--- src/rtl/zion_basic_circuit_lib_flush_skid_slice_pkg.sv ---
// Shared types for the flush-capable two-entry skid slice.
package zion_skid_pkg;

    // Occupancy of the slice: nothing held, main register only, main plus skid.
    typedef enum logic [1:0] {
        EMPTY = 2'd0,
        ONE   = 2'd1,
        TWO   = 2'd2
    } skid_state_e;

endpackage

--- src/rtl/zion_basic_circuit_lib_flush_skid_slice_if.sv ---
// Valid/ready handshake bundle for the skid slice; names are from the slice's point of view.
interface zion_basic_circuit_lib_flush_skid_slice_if #(
    parameter int unsigned WIDTH = 8
);
    logic             iFlush;
    logic             iVld;
    logic             oRdy;
    logic [WIDTH-1:0] iDat;
    logic             oVld;
    logic             iRdy;
    logic [WIDTH-1:0] oDat;

    modport slave (
        input  iFlush, iVld, iDat, iRdy,
        output oRdy, oVld, oDat
    );

    modport master (
        output iFlush, iVld, iDat, iRdy,
        input  oRdy, oVld, oDat
    );
endinterface

--- src/rtl/zion_basic_circuit_lib_flush_skid_slice_sclr_dff.sv ---
// Data register with synchronous reset, synchronous clear and load enable.
module zion_basic_circuit_lib_sclr_dff #(
    parameter int unsigned          WIDTH    = 8,
    parameter logic [WIDTH-1:0]     INI_DATA = '0
) (
    input  logic             clk,
    input  logic             rst,
    input  logic             iClr,
    input  logic             iEn,
    input  logic [WIDTH-1:0] iDat,
    output logic [WIDTH-1:0] oDat
);

    // Clear wins over load so a flush can never be overridden by a same-cycle write.
    always_ff @(posedge clk) begin
        if (rst) begin
            oDat <= INI_DATA;
        end else if (iClr) begin
            oDat <= INI_DATA;
        end else if (iEn) begin
            oDat <= iDat;
        end
    end

endmodule

--- src/rtl/zion_basic_circuit_lib_flush_skid_slice.sv ---
// Two-entry valid/ready skid slice with synchronous flush; all handshake outputs registered.
module zion_basic_circuit_lib_flush_skid_slice
    import zion_skid_pkg::*;
#(
    parameter int unsigned      WIDTH    = 8,
    parameter logic [WIDTH-1:0] INI_DATA = '0
) (
    input  logic                                         clk,
    input  logic                                         rst,
    zion_basic_circuit_lib_flush_skid_slice_if.slave     bus
);

    if (WIDTH < 1) begin : g_bad_width
        $error("zion_basic_circuit_lib_flush_skid_slice: WIDTH must be >= 1");
    end
    if ($bits(INI_DATA) > WIDTH) begin : g_bad_ini
        $error("zion_basic_circuit_lib_flush_skid_slice: INI_DATA wider than WIDTH");
    end

    skid_state_e      state_q;
    skid_state_e      state_d;
    logic             vld_q;
    logic             rdy_q;
    logic             in_xfer;
    logic             out_xfer;
    logic             main_en;
    logic             main_clr;
    logic             skid_en;
    logic             skid_clr;
    logic [WIDTH-1:0] main_d;
    logic [WIDTH-1:0] main_q;
    logic [WIDTH-1:0] skid_q;

    assign in_xfer  = bus.iVld & rdy_q;
    assign out_xfer = vld_q & bus.iRdy;

    // Draining from TWO promotes the older skid beat; otherwise main loads from upstream.
    assign main_d = (state_q == TWO) ? skid_q : bus.iDat;

    // Next state and register controls; flush overrides every normal transition.
    always_comb begin
        state_d  = state_q;
        main_en  = 1'b0;
        main_clr = 1'b0;
        skid_en  = 1'b0;
        skid_clr = 1'b0;
        if (bus.iFlush) begin
            state_d  = EMPTY;
            main_clr = 1'b1;
            skid_clr = 1'b1;
        end else begin
            case (state_q)
                EMPTY: begin
                    if (in_xfer) begin
                        state_d = ONE;
                        main_en = 1'b1;
                    end
                end
                ONE: begin
                    if (in_xfer && out_xfer) begin
                        main_en = 1'b1;
                    end else if (in_xfer) begin
                        state_d = TWO;
                        skid_en = 1'b1;
                    end else if (out_xfer) begin
                        state_d  = EMPTY;
                        main_clr = 1'b1;
                    end
                end
                TWO: begin
                    if (out_xfer) begin
                        state_d  = ONE;
                        main_en  = 1'b1;
                        skid_clr = 1'b1;
                    end
                end
                default: begin
                    state_d  = EMPTY;
                    main_clr = 1'b1;
                    skid_clr = 1'b1;
                end
            endcase
        end
    end

    // Ready is derived from the next state so there is no iRdy -> oRdy combinational path.
    always_ff @(posedge clk) begin
        if (rst) begin
            state_q <= EMPTY;
            vld_q   <= 1'b0;
            rdy_q   <= 1'b0;
        end else begin
            state_q <= state_d;
            vld_q   <= (state_d != EMPTY);
            rdy_q   <= (state_d != TWO);
        end
    end

    zion_basic_circuit_lib_sclr_dff #(
        .WIDTH    (WIDTH),
        .INI_DATA (INI_DATA)
    ) u_main (
        .clk  (clk),
        .rst  (rst),
        .iClr (main_clr),
        .iEn  (main_en),
        .iDat (main_d),
        .oDat (main_q)
    );

    zion_basic_circuit_lib_sclr_dff #(
        .WIDTH    (WIDTH),
        .INI_DATA (INI_DATA)
    ) u_skid (
        .clk  (clk),
        .rst  (rst),
        .iClr (skid_clr),
        .iEn  (skid_en),
        .iDat (bus.iDat),
        .oDat (skid_q)
    );

    assign bus.oVld = vld_q;
    assign bus.oRdy = rdy_q;
    assign bus.oDat = main_q;

endmodule

--- src/flat_wrapper.sv ---
// flat-port wrapper written by rule: the top's interface ports become plain ports
module zion_basic_circuit_lib_flush_skid_slice_flat import zion_skid_pkg::*;
#(
    parameter int unsigned      WIDTH    = 8,
    parameter logic [WIDTH-1:0] INI_DATA = '0
)
  (clk, rst, bus_iFlush, bus_iVld, bus_iDat, bus_iRdy, bus_oRdy, bus_oVld, bus_oDat);
  zion_basic_circuit_lib_flush_skid_slice_if #(.WIDTH(WIDTH)) bus_i ();
  input  logic clk;
  input  logic rst;
  input wire logic [$bits(bus_i.iFlush)-1:0] bus_iFlush;
  input wire logic [$bits(bus_i.iVld)-1:0] bus_iVld;
  input wire logic [$bits(bus_i.iDat)-1:0] bus_iDat;
  input wire logic [$bits(bus_i.iRdy)-1:0] bus_iRdy;
  output wire logic [$bits(bus_i.oRdy)-1:0] bus_oRdy;
  output wire logic [$bits(bus_i.oVld)-1:0] bus_oVld;
  output wire logic [$bits(bus_i.oDat)-1:0] bus_oDat;
  assign bus_i.iFlush = bus_iFlush;
  assign bus_i.iVld = bus_iVld;
  assign bus_i.iDat = bus_iDat;
  assign bus_i.iRdy = bus_iRdy;
  assign bus_oRdy = bus_i.oRdy;
  assign bus_oVld = bus_i.oVld;
  assign bus_oDat = bus_i.oDat;
  zion_basic_circuit_lib_flush_skid_slice #(.WIDTH(WIDTH), .INI_DATA(INI_DATA)) u_core (.clk(clk), .rst(rst), .bus(bus_i));
endmodule
--- config.mk ---
export PLATFORM = sky130hd
export DESIGN_NAME = zion_basic_circuit_lib_flush_skid_slice_flat
export DESIGN_NICKNAME = d
export VERILOG_FILES = /design/src/rtl/zion_basic_circuit_lib_flush_skid_slice_pkg.sv /design/src/rtl/zion_basic_circuit_lib_flush_skid_slice_if.sv /design/src/rtl/zion_basic_circuit_lib_flush_skid_slice_sclr_dff.sv /design/src/rtl/zion_basic_circuit_lib_flush_skid_slice.sv /design/src/flat_wrapper.sv
export SDC_FILE = /design/constraint.sdc
export NUM_CORES = 1
export LEC_CHECK = 0
export CAP_MARGIN = 20
export CELL_PAD_IN_SITES_DETAIL_PLACEMENT = 0
export CELL_PAD_IN_SITES_GLOBAL_PLACEMENT = 1
export CORE_ASPECT_RATIO = 0.75
export CORE_UTILIZATION = 34
export CTS_BUF_LIST = sky130_fd_sc_hd__clkbuf_8
export CTS_CLUSTER_SIZE = 20
export DETAILED_ROUTE_END_ITERATION = 12
export PLACE_DENSITY_LB_ADDON = 0.1
export SLEW_MARGIN = 10
export SYNTH_ARGS = -nofsm -noshare
export SYNTH_HDL_FRONTEND = slang
export SYNTH_SLANG_ARGS = --single-unit
--- constraint.sdc ---
create_clock -name clk -period 1.5 [get_ports clk]
set_input_delay 0.3 -clock clk [delete_from_list [all_inputs] [get_ports clk]]
set_output_delay 0.3 -clock clk [all_outputs]
set_load 0.02 [all_outputs]
# == Word-level counts from Yosys, hierarchy flattened ==
# Cells that the tools add are included.
# op_classes
eq_ne,3
n_mux,22
bitwise_logic,2
n_reduce_logical,7
# ops
cell,count
$mux W2,6
$mux W1,11
$mux W8,1
$reduce_or A2 Y1,4
$pmux W2 S3,1
$pmux W1 S2,2
$pmux W1 S3,1
$and A1 B1 Y1,2
$eq A2 B1 Y1 const B,1
$eq A2 B2 Y1 const B,1
$logic_not A2 Y1,1
$ne A2 B2 Y1 const B,1
$reduce_bool A2 Y1,1
$logic_and A1 B1 Y1,1
# totals
reg_bits,20
input_bits,13
output_inout_bits,10
word_cells,39

# == Longest topological paths before layout ==
# Gate-level depths: netlist of run 1.
# logic_depth
ltp_word,7
ltp_mapped,6

# == Hierarchy ==
# A second synthesis of run 1 with hierarchy kept.
# hier_totals
hier_cells,91
area_unflattened_um2,935.9
# modules_own_cells
mod,n_inst,cells_per_inst,area_per_inst_um2
zion_basic_circuit_lib_sclr_dff,2,27,295.3
zion_basic_circuit_lib_flush_skid_slice,1,37,345.3

# == Least setup slack after synthesis of run 1 ==
# No wires, ideal clock.
# synth_timing
kind,register to register
start,register u_core.rdy_q (netlist: u_core.bus.oRdy)
end,register u_core.u_skid.oDat[0]
setup_time_ps,121
t_arrival_ps,1464
required_ps,1379
slack_ps,-85
path_stages_with_launch,5
path_buffers,0
synth_period_minus_slack_ps,1585
cell_sequence,dfxtp_1 > nand2_1 > nor4_4 > mux2i_1 > nor2_1
# synth_via
elab_chain_cells,5
elab_cells_between_ends,6
classes_between,mux: 4; bitwise: 1; reduce/logical: 1
# synth_lines
item,line_no,text
start: declaration,zion_basic_circuit_lib_flush_skid_slice.sv:23,logic rdy_q;
start signal: assignment,zion_basic_circuit_lib_flush_skid_slice.sv:95,rdy_q <= (state_d != TWO);
$and A1 B1 Y1 *,zion_basic_circuit_lib_flush_skid_slice.sv:34,assign in_xfer = bus.iVld & rdy_q;
$mux W1 / $logic_and A1 B1 Y1 (equally long branches),"zion_basic_circuit_lib_flush_skid_slice.sv:62, zion_basic_circuit_lib_flush_skid_slice.sv:60",
$mux W1 *,zion_basic_circuit_lib_flush_skid_slice.sv:60,if (in_xfer && out_xfer) begin
$mux W1 *,zion_basic_circuit_lib_flush_skid_slice.sv:52,case (state_q)
$mux W1 *,zion_basic_circuit_lib_flush_skid_slice.sv:47,if (bus.iFlush) begin
end signal: assignment,zion_basic_circuit_lib_flush_skid_slice_sclr_dff.sv:21,oDat <= iDat;
end: declaration,zion_basic_circuit_lib_flush_skid_slice_sclr_dff.sv:11,output logic [WIDTH-1:0] oDat
# Every way passes the cells marked *; elsewhere a longest branch is shown, timed or not.
# A chain may end at the register's enable or synchronous reset.

# == Worst setup path after layout of run 1 ==
# layout_timing
start,register u_core.state_q[0]
end,register u_core.u_skid.oDat[2]
# layout_via
elab_chain_cells,5
elab_cells_between_ends,9
classes_between,eq/ne: 2; mux: 4; reduce/logical: 3
# layout_lines
item,line_no,text
start: declaration,zion_basic_circuit_lib_flush_skid_slice.sv:20,skid_state_e state_q;
start signal: assignment,zion_basic_circuit_lib_flush_skid_slice.sv:93,state_q <= state_d;
$eq A2 B1 Y1 / $logic_not A2 Y1 (equally long branches),zion_basic_circuit_lib_flush_skid_slice.sv:52,
$reduce_or A2 Y1 (no line),-,
$pmux W1 S2,zion_basic_circuit_lib_flush_skid_slice.sv:52,
$mux W1,zion_basic_circuit_lib_flush_skid_slice.sv:47,
$reduce_or A2 Y1 (no line),-,
# Several ways; a longest one is shown, not always the timed one.

==> results of run 1 <==
[state kept, by name, summed over array words and instances (netlist names)]
signal              flops
u_core.u_skid.oDat      8
u_core.u_main.oDat      8
u_core.bus.oVld         1
u_core.bus.oRdy         1
u_core.state_q          2
[cells in the mapped netlist]
library cell / n
sky130_fd_sc_hd__dfxtp_1: 20
sky130_fd_sc_hd__mux2i_1: 16
sky130_fd_sc_hd__nand2_1: 10
sky130_fd_sc_hd__nor2_1: 10
sky130_fd_sc_hd__o211a_1: 8
sky130_fd_sc_hd__buf_2: 3
sky130_fd_sc_hd__and2_1: 2
sky130_fd_sc_hd__o21ai_0: 2
sky130_fd_sc_hd__a2111oi_0: 1
sky130_fd_sc_hd__a211oi_1: 1
sky130_fd_sc_hd__a21bo_4: 1
sky130_fd_sc_hd__a21boi_0: 1
sky130_fd_sc_hd__a21o_1: 1
sky130_fd_sc_hd__a21oi_1: 1
sky130_fd_sc_hd__inv_1: 1
sky130_fd_sc_hd__nand2b_1: 1
sky130_fd_sc_hd__nand4_1: 1
sky130_fd_sc_hd__nand4b_1: 1
sky130_fd_sc_hd__nand4bb_1: 1
sky130_fd_sc_hd__nor4_4: 1
sky130_fd_sc_hd__o211ai_1: 1
sky130_fd_sc_hd__o21a_1: 1
sky130_fd_sc_hd__or3_1: 1
sky130_fd_sc_hd__xnor2_1: 1
[repair_timing]
action | CTS | global route
resized for setup | 9 | 7
endpoints found under the setup margin | 11 | 18
buffers inserted | 0 | 0
[critical path, cell delays in order (launching register included)]
cell,delay (ps)
sky130_fd_sc_hd__dfxtp_1,440
sky130_fd_sc_hd__a21bo_4,270
sky130_fd_sc_hd__nor4_4,140
sky130_fd_sc_hd__buf_4,200
sky130_fd_sc_hd__mux2i_1,190
sky130_fd_sc_hd__nor2_1,50
[per-layer routing]
| layer | vias to the layer above | routed length [microns] | global-route usage (%) |
|---|---|---|---|
| met5 | - | 0 | 0 |
| met4 | 0 | 11 | 5.45 |
| met3 | 2 | 99 | 5.06 |
| met2 | 16 | 798 | 22.4 |
| met1 | 340 | 1030 | 23.0 |
| li1 | 393 | - | - |
[power groups by stage]
| stage | clock network (mW) | logic (mW) | registers (mW) |
|---|---|---|---|
| 2_1_floorplan | 0 | 0.0510 | 0.576 |
| 3_3_place_gp | 0 | 0.155 | 0.565 |
| 3_5_place_dp | 0 | 0.157 | 0.565 |
| 4_1_cts | 0.361 | 0.154 | 0.552 |
| 5_1_grt | 0.382 | 0.166 | 0.554 |
| 6_report | 0.348 | 0.151 | 0.552 |
[cell type report]
cell class | count | area (sq um)
well taps | 34 | 42.5
multi-input cells | 63 | 488
repair buffers | 38 | 348
clock buffers | 3 | 41.3
fillers | 230 | 1060
flip-flops and latches | 20 | 403
inverters | 1 | 3.75
[through the flow]
| step | setup slack [ps] | area, sq um | util [%] | instances | total power, mW |
|---|---|---|---|---|---|
| 2_1_floorplan | 10.1 | 897 | - | 87 | 0.627 |
| 4_1_cts | 3.07 | 1310 | 55.0 | 159 | 1.07 |
| 5_1_grt | 18.8 | 1330 | 55.6 | 159 | 1.10 |
| 6_report | 107 | 1330 | 55.6 | 159 | 1.05 |
| 3_3_place_gp | -314 | 1260 | 53.1 | 156 | 0.720 |
| 3_5_place_dp | -356 | 1260 | 53.1 | 156 | 0.722 |
[path summary, 6_finish.rpt]
check | from | depth (start not counted) | end | slack, ps
max reg2reg | u_core.state_q[0] | 5 | u_core.u_skid.oDat[2] | 110
min reg2reg | u_core.u_skid.oDat[7] | 2 | u_core.u_skid.oDat[7] | 490
min | u_core.u_skid.oDat[7] | 2 | u_core.u_skid.oDat[7] | 490
max | u_core.state_q[0] | 5 | u_core.u_skid.oDat[2] | 110
[cells by family (layout without fill, tap and decap cells)]
group                  Yosys count  in the layout  share of synthesized area (%)
AO/OA/AOI/OAI                   18             18                           17.6
XOR/XNOR                         1              1                          0.981
buffers and inverters            4             42                           2.10
flip-flops                      20             20                           44.8
multiplexers                    16             16                           17.9
AND/OR/NAND/NOR                 28             28                           16.5
==> qor.json, run 1 <==
{
  "status": {
    "outcome": "finished, final reports clean"
  },
  "yosys": {
    "synth_top_area_cell": "sky130_fd_sc_hd__dfxtp_1",
    "synth_top_cells_by_area": "sky130_fd_sc_hd__dfxtp_1 (45%), sky130_fd_sc_hd__mux2i_1 (18%), sky130_fd_sc_hd__o211a_1 (9.0%)",
    "summed_instance_area_of_the_synthesized_netlist_sq_um": 893,
    "synth_cell_type_count": 24,
    "ys_seq_elements": 20,
    "synthesis.nets": 100,
    "ys.warnings.count": 0,
    "yosys.area.top_type_share_pct": 44.8,
    "yosysSeqAreaShare_pct": 44.8,
    "syn-mean-instance-area_sq_um": 10.3,
    "postSynthCellCount": 87
  },
  "clocking": {
    "clk_transition_reported_paths_ps": 70,
    "hold_buffers": 0,
    "cts_inserted_buffers": 3,
    "cts.htree.levels": 1,
    "cts.sink_count": 20,
    "clkLatencyLatePin_ps": 250,
    "tritoncts": "yes",
    "cts_root_buf": "sky130_fd_sc_hd__clkbuf_8",
    "clock_tree.buffer_depth": 2
  },
  "power": {
    "power.share.clock_pct": 33.1,
    "power_per_cell_area_mw_per_mm2": 793,
    "comb_power_share_pct": 14.4,
    "power.switching_mw": 0.246,
    "share_seq_of_total_power_pct": 52.5,
    "sw_frac_of_total_pct": 23.4,
    "p_int_mw": 0.806,
    "p_leak_nw": 0.740,
    "worst_ir_drop_vdd_v": 0.000402
  },
  "die": {
    "die_outline_area_sq_mm": 0.00284,
    "die_height_microns": 46.4,
    "pin_count": 23,
    "num_rows": 15,
    "fp.dieW_microns": 61.2,
    "initial_core_util_pct": 37.5,
    "core-area_sq_mm": 0.00238
  },
  "finish": {
    "nNetsFinal": 140,
    "layout_common_cells": "sky130_fd_sc_hd__dfxtp_1 (18), sky130_fd_sc_hd__mux2i_1 (16), sky130_fd_sc_hd__buf_4 (16)",
    "post_route_cells_drive_above_1_share_pct": 20.8,
    "most_common_library_cell_in_the_layout_ignoring_fill_and_taps": "sky130_fd_sc_hd__dfxtp_1",
    "flow.area_growth_from_synthesis_pct": 48.5,
    "antenna_cells_inserted": 0
  },
  "min_path": {
    "hp-class": "reg -> reg"
  },
  "timing": {
    "slew_headroom_pct": 82.2,
    "minimum_period_implied_by_the_final_worst_setup_slack_ps": 1390,
    "drv_slew": 0,
    "report.final.setup_viol": 0,
    "finClkSkew_ps": 1.76,
    "timing.fmax_ghz": 0.718,
    "final_clock_period_utilization_by_the_worst_path_pct": 92.8,
    "setup_total_negative_slack_ps": 0,
    "holdWs_ps": 495,
    "finalHoldViolCount": 0,
    "max_slew.worst_pin.slew_ps": 266,
    "grt_setup_unrepaired": "no"
  },
  "global_route": {
    "initial_antenna_violation_count": 0,
    "wire_length_of_the_first_global_routing_pass_microns": 3210,
    "vias_in_the_first_global_route": 678,
    "grt_start_max_net_pins": 17,
    "grt.total_usage_pct": 16.0,
    "grt_remaining_overflow": 0
  },
  "placed_design": {
    "detailedPlacementHpwl_microns": 1460,
    "buffer_ports.inserted": 22,
    "gp_congestion": 0.789
  },
  "critical_path": {
    "setup.worst_path.start_class": "flop",
    "critical_path_arrival_ps": 1550,
    "required_ps": 1650,
    "crit_path_max_fanout": 6,
    "critPathKind": "reg -> reg",
    "critical_path.endpoint_type": "flop"
  },
  "run": {
    "max_cap_violations": 0
  },
  "route": {
    "drt_iter0_drcs": 16,
    "avgRoutedWirePerCell_microns": 12.2,
    "dr_total_vias": 751,
    "total_wire_length_microns": 1940,
    "remaining_drc_errors": 0,
    "ant_nets": 0,
    "firstDrtPassIters": 3,
    "vias_per_cell": 4.72
  }
}
Power figures use the tool's default switching activity.
==> run 2, diff against run 1 <==
--- a/config.mk
+++ b/config.mk
@@ -13,6 +13,8 @@
 export CTS_BUF_LIST = sky130_fd_sc_hd__clkbuf_8
 export CTS_CLUSTER_SIZE = 20
 export DETAILED_ROUTE_END_ITERATION = 12
+export GPL_TIMING_DRIVEN = 0
+export HOLD_SLACK_MARGIN = 0.05
 export PLACE_DENSITY_LB_ADDON = 0.1
 export SLEW_MARGIN = 10
 export SYNTH_ARGS = -nofsm -noshare
==> run 2 against run 1 <==
Combinational power fell by 9.9%. Core utilization fell by 3.0 points. Hold slack improved by 0.63 ps. Flip-flop and latch count did not move. Highest routed layer unchanged.
==> qor.json, run 2 (synthesis gave the netlist of run 1 again) <==
{
  "global_route": {
    "initial_antenna_violation_count": {"value": 0, "change": "unchanged"},
    "grt_remaining_overflow": {"value": 0, "change": "unchanged"},
    "vias_in_the_first_global_route": {"value": 681, "change": "+0.44%"},
    "wire_length_of_the_first_global_routing_pass": {"value": 3220, "unit": "microns", "change": "+0.22%"},
    "grt_start_max_net_pins": {"value": 11, "change": "-6"},
    "grt.total_usage": {"value": 16.4, "unit": "%", "change": "+0.39 points"}
  },
  "route": {
    "vias_per_cell": {"value": 4.97, "change": "+5.3%"},
    "ant_nets": {"value": 0, "change": "unchanged"},
    "drt_iter0_drcs": {"value": 28, "change": "+12"},
    "avgRoutedWirePerCell": {"value": 13.0, "unit": "microns", "change": "+6.9%"},
    "total_wire_length": {"value": 1950, "unit": "microns", "change": "+0.83%"},
    "remaining_drc_errors": {"value": 0, "change": "unchanged"},
    "firstDrtPassIters": {"value": 4, "change": "+1"},
    "dr_total_vias": {"value": 746, "change": "-0.67%"}
  },
  "die": {
    "fp.dieW": {"value": 61.2, "unit": "microns", "change": "unchanged"},
    "num_rows": {"value": 15, "change": "unchanged"},
    "initial_core_util": {"value": 37.5, "unit": "%", "change": "unchanged"},
    "die_height": {"value": 46.4, "unit": "microns", "change": "unchanged"},
    "pin_count": {"value": 23, "change": "unchanged"},
    "core-area": {"value": 0.00238, "unit": "sq mm", "change": "unchanged"},
    "die_outline_area": {"value": 0.00284, "unit": "sq mm", "change": "unchanged"}
  },
  "clocking": {
    "clk_transition_reported_paths": {"value": 70, "unit": "ps", "change": "about the same"},
    "cts.sink_count": {"value": 20, "change": "unchanged"},
    "cts_inserted_buffers": {"value": 3, "change": "unchanged"},
    "cts_root_buf": "sky130_fd_sc_hd__clkbuf_8",
    "clock_tree.buffer_depth": {"value": 2, "change": "unchanged"},
    "clkLatencyLatePin": {"value": 250, "unit": "ps", "change": "about the same"},
    "tritoncts": "yes",
    "cts.htree.levels": {"value": 1, "change": "unchanged"}
  },
  "timing": {
    "minimum_period_implied_by_the_final_worst_setup_slack": {"value": 1380, "unit": "ps", "change": "-14.3 ps"},
    "slew_headroom": {"value": 77.6, "unit": "%", "change": "-4.6 points"},
    "finalHoldViolCount": {"value": 0, "change": "unchanged"},
    "final_clock_period_utilization_by_the_worst_path": {"value": 91.9, "unit": "%", "change": "-0.96 points"},
    "timing.fmax": {"value": 0.726, "unit": "GHz", "change": "+1.0%"},
    "grt_setup_unrepaired": "no",
    "report.final.setup_viol": {"value": 0, "change": "unchanged"},
    "drv_slew": {"value": 0, "change": "unchanged"},
    "max_slew.worst_pin.slew": {"value": 336, "unit": "ps", "change": "+69.2 ps"},
    "setup_total_negative_slack": {"value": 0, "unit": "ps", "change": "unchanged"},
    "finClkSkew": {"value": 5.76, "unit": "ps", "change": "+4.00 ps"}
  },
  "power": {
    "worst_ir_drop_vdd": {"value": 0.000640, "unit": "V", "change": "+59%"},
    "p_int": {"value": 0.792, "unit": "mW", "change": "-1.7%"},
    "share_seq_of_total_power": {"value": 53.5, "unit": "%", "change": "+1.0 points"},
    "p_leak": {"value": 0.673, "unit": "nW", "change": "-9.0%"},
    "sw_frac_of_total": {"value": 23.3, "unit": "%", "change": "-0.079 points"},
    "comb_power_share": {"value": 13.2, "unit": "%", "change": "-1.2 points"},
    "power_per_cell_area": {"value": 824, "unit": "mW/mm^2", "change": "+3.9%"},
    "power.switching": {"value": 0.241, "unit": "mW", "change": "-2.1%"},
    "power.share.clock": {"value": 33.3, "unit": "%", "change": "+0.2 points"}
  },
  "placed_design": {
    "detailedPlacementHpwl": {"value": 1370, "unit": "microns", "change": "-5.9%"},
    "placed_area": {"value": 0.00116, "unit": "sq mm", "change": "-8.3%"},
    "dp_cells": {"value": 143, "change": "-8.3%"},
    "gp_congestion": {"value": 0.753, "change": "-4.5%"},
    "buffer_ports.inserted": {"value": 22, "change": "unchanged"}
  },
  "critical_path": {
    "worst-r2r-cell-count": {"value": 6, "change": "+1"},
    "critical_path.startpoint": "bus_iFlush",
    "critical_path.endpoint_type": "flop",
    "required": {"value": 1630, "unit": "ps", "change": "-20 ps"},
    "critical_path_arrival": {"value": 1510, "unit": "ps", "change": "-40 ps"},
    "max_stage_delay": {"value": 510, "unit": "ps", "change": "+70 ps"},
    "worstPathCellList": "clkdlybuf4s50_1 -> nor4_4 -> buf_6 -> mux2i_1 -> nor2_1",
    "critPathKind": "in -> reg",
    "setup.worst_path.start_class": "primary input",
    "worstReg2RegStart": "u_core.state_q[1]",
    "crit_path_top_delay_cell": "sky130_fd_sc_hd__clkdlybuf4s50_1",
    "crit_path_max_fanout": {"value": 5, "change": "-1"}
  },
  "finish": {
    "flow.area_growth_from_synthesis_pct": 40.3,
    "most_common_library_cell_in_the_layout_ignoring_fill_and_taps": "sky130_fd_sc_hd__dfxtp_1",
    "post_route_cells_drive_above_1_share": {"value": 15.5, "unit": "%", "change": "-5.3 points"},
    "largestRegisters": "u_core.u_main.oDat x8, u_core.u_skid.oDat x8, u_core.state_q x2",
    "layout_common_cells": "sky130_fd_sc_hd__dfxtp_1 (18), sky130_fd_sc_hd__mux2i_1 (16), sky130_fd_sc_hd__nor2_1 (10), sky130_fd_sc_hd__clkdlybuf4s50_1 (10), sky130_fd_sc_hd__nand2_1 (9)",
    "antenna_cells_inserted": {"value": 0, "change": "unchanged"},
    "layout.core_utilization": {"value": 52.6, "unit": "%", "change": "-3.0 points"},
    "nNetsFinal": {"value": 131, "change": "-6.4%"},
    "final_cell_count_no_fill": {"value": 150, "change": "-5.7%"},
    "finished_cell_area": {"value": 0.00125, "unit": "sq mm", "change": "-5.5%"}
  },
  "min_path": {
    "hp-class": "reg -> reg",
    "min_from": "u_core.u_skid.oDat[2]",
    "hold_depth": {"value": 2, "change": "unchanged"}
  },
  "run": {
    "max_cap_violations": {"value": 0, "change": "unchanged"}
  },
  "status": {
    "outcome": "finished, final reports clean"
  }
}
==> run 2: cell types whose count changed in the layout (fill, tap and decap cells not counted), sizes merged <==
cell,previous run,this run
dlygate4sd2,6,8
clkbuf,3,5
buf,16,5
dlymetal6s2s,6,4
==> run 2: area by class of cell <==
cell class	instances	area, sq um
timing repair buffer	26	254
fill	245	1130
inverter	1	3.75
tap	34	42.5
multi-input combinational	63	489
sequential	20	403
buffer	3	20.0
clock buffer	3	41.3
==> run 2: path summary, 6_finish.rpt <==
check                           to  slack, ps
max reg2reg  u_core.u_main.oDat[3]        140
min          u_core.u_skid.oDat[2]        500
max          u_core.u_skid.oDat[3]        120
min reg2reg  u_core.u_skid.oDat[2]        500
==> run 2: timing repair <==
item | 4_1_cts | 5_1_grt
pin swaps | 3 | 2
setup buffers | 4 | 0
hold buffers | 0 | 0
resized for setup | 13 | 7
setup endpoints to repair | 24 | 21
==> run 2: critical path, delay by kind of cell <==
family	cells	cell delay, ps
buffers and inverters	2	680
and+or+nand+nor	2	330
muxes	1	190
==> run 2: per-layer routing <==
metal,global-route usage [%],wire length [microns]
met5,0,0
met4,2.73,4
met3,6.46,109
met2,25.4,857
met1,22.0,982
==> run 2: power by group through the flow <==
stage	Combinational, mW	Sequential [mW]	Clock (mW)
after floorplan	0.0510	0.576	0
after global placement	0.134	0.564	0
after detailed placement	0.135	0.565	0
after CTS	0.137	0.552	0.355
after global routing	0.149	0.554	0.377
final	0.136	0.552	0.344
==> run 2: through the flow <==
step	setup WS, ps	power [mW]	hold WS (ps)
2_1_floorplan	10.1	0.627	365
3_3_place_gp	-627	0.698	472
3_5_place_dp	-658	0.700	483
4_1_cts	0.303	1.04	501
5_1_grt	4.92	1.08	514
6_report	122	1.03	495
==> RTL edit (settings of run 1) <==
Encoding of `skid_state_e`: now one-hot (3 bits for 3 states).
--- a/src/rtl/zion_basic_circuit_lib_flush_skid_slice_pkg.sv
+++ b/src/rtl/zion_basic_circuit_lib_flush_skid_slice_pkg.sv
@@ -2,10 +2,10 @@
 package zion_skid_pkg;
 
     // Occupancy of the slice: nothing held, main register only, main plus skid.
-    typedef enum logic [1:0] {
-        EMPTY = 2'd0,
-        ONE   = 2'd1,
-        TWO   = 2'd2
+    typedef enum logic [2:0] {
+        EMPTY = 3'b001,
+        ONE   = 3'b010,
+        TWO   = 3'b100
     } skid_state_e;
 
 endpackage
Formal check against the unedited RTL: no difference found for any inputs over 10 cycles, from zero or initial values and one cycle with rst high; not proved beyond that.
==> RTL edit against run 1 <==
The run now ends with setup timing left; final area up 14%; critical endpoint is now u_core.u_main.oDat[0]; area after synthesis up 11%; worst setup slack worse by 0.13 ns; highest routed layer unchanged; routed wire length up 23%; non-clock buffer count up 5; critical path type is now input port to flop; first-iteration DRC count up 44%; largest power group unchanged; clock power about the same; sequential cell count up 1; critical path depth up 1; total power up 2.8%; largest cell class unchanged; count of clock-buffer cells in the layout unchanged.
==> RTL edit: results (changes against run 1) <==
run_status:
  violated_checks: "setup timing"
  status: "complete, but fails checks"
synth:
  synth.top_cells.by_count: "21 x sky130_fd_sc_hd__dfxtp_1, 16 x sky130_fd_sc_hd__mux2i_1, 12 x sky130_fd_sc_hd__nor2_1"
  synth_compound_area_frac: 0.2116  # +0.03512
  syn-instance-count: 96  # +10%
  syn_nets: 109  # +9.0%
timing:
  max_slew_margin: 0.7763  # -0.04580
  fin_ws_ns: -0.02062  # -0.1281 ns
  hold_ws_ns: 0.4949  # +0.0002250 ns
  skew_ns: 0.001512  # -0.0002446 ns
  setup_viol_count_final: 5  # +5
grt:
  gr_met2_demand_resource: 0.2246  # +0.0006484
  via_count_of_the_first_global_routing_pass: 831  # +23%
  groute.layer.met3.usage: 0.05140  # +0.0008401
setup_path:
  critPathTopFamily: "buffers and inverters"
  timing.reg2reg.setup_slack_ns: 0  # -0.11 ns
  timing.critical_path.slowest_cell_delay_ns: 0.49  # +0.05 ns
  critical_path.startpoint: "bus_iRdy"
  critical_path.endpoint: "u_core.u_main.oDat[0]"
route:
  length_of_routed_wiring_on_met1_mm: 1.250  # +22%
  routed_via_density: 4.949  # +4.8%
  route.detailed.wl_per_inst_um: 13.58  # +11%
cells_and_area:
  fillCellCount: 263  # +14%
  num-nets-final: 154  # +10%
place:
  placedCellCount: 170  # +9.0%
  placed_area_mm2: 0.001379  # +9.0%
  dpl_ws_ns: -0.4403  # -0.08443 ns
power_and_ir_drop:
  power_leakage_uw: 0.0007256  # -2.0%
  peakVddDrop_mv: 0.3713  # -7.6%
## RTL edit: cell types whose count changed after synthesis, moves of 2 or more
| cell | change |
|---|---|
| sky130_fd_sc_hd__nand2_1 | -8 |
| sky130_fd_sc_hd__o21ai_0 | +5 |
| sky130_fd_sc_hd__a21oi_1 | +4 |
| sky130_fd_sc_hd__buf_2 | -2 |
| sky130_fd_sc_hd__buf_6 | +2 |
| sky130_fd_sc_hd__nor2_1 | +2 |
| sky130_fd_sc_hd__nor3b_1 | +2 |
| sky130_fd_sc_hd__o21ai_1 | +2 |
## RTL edit: area by class of cell
cell class	count	area, um2	share of cell area
multi-input combinational	72	609.3	0.4045
clock buffer	3	41.29	0.02741
tap	36	45.04	0.02990
clock inverter	1	3.754	0.002492
timing repair buffer	43	380.4	0.2525
sequential	21	426.7	0.2832
## RTL edit: power by group through the flow
stage	clock, uW	sequential (uW)	combinational (uW)
floorplan	0	595	54.0
global placement	0	588	150
detailed placement	0	588	151
CTS	370	575	150
global route	397	578	170
finish	347	576	157
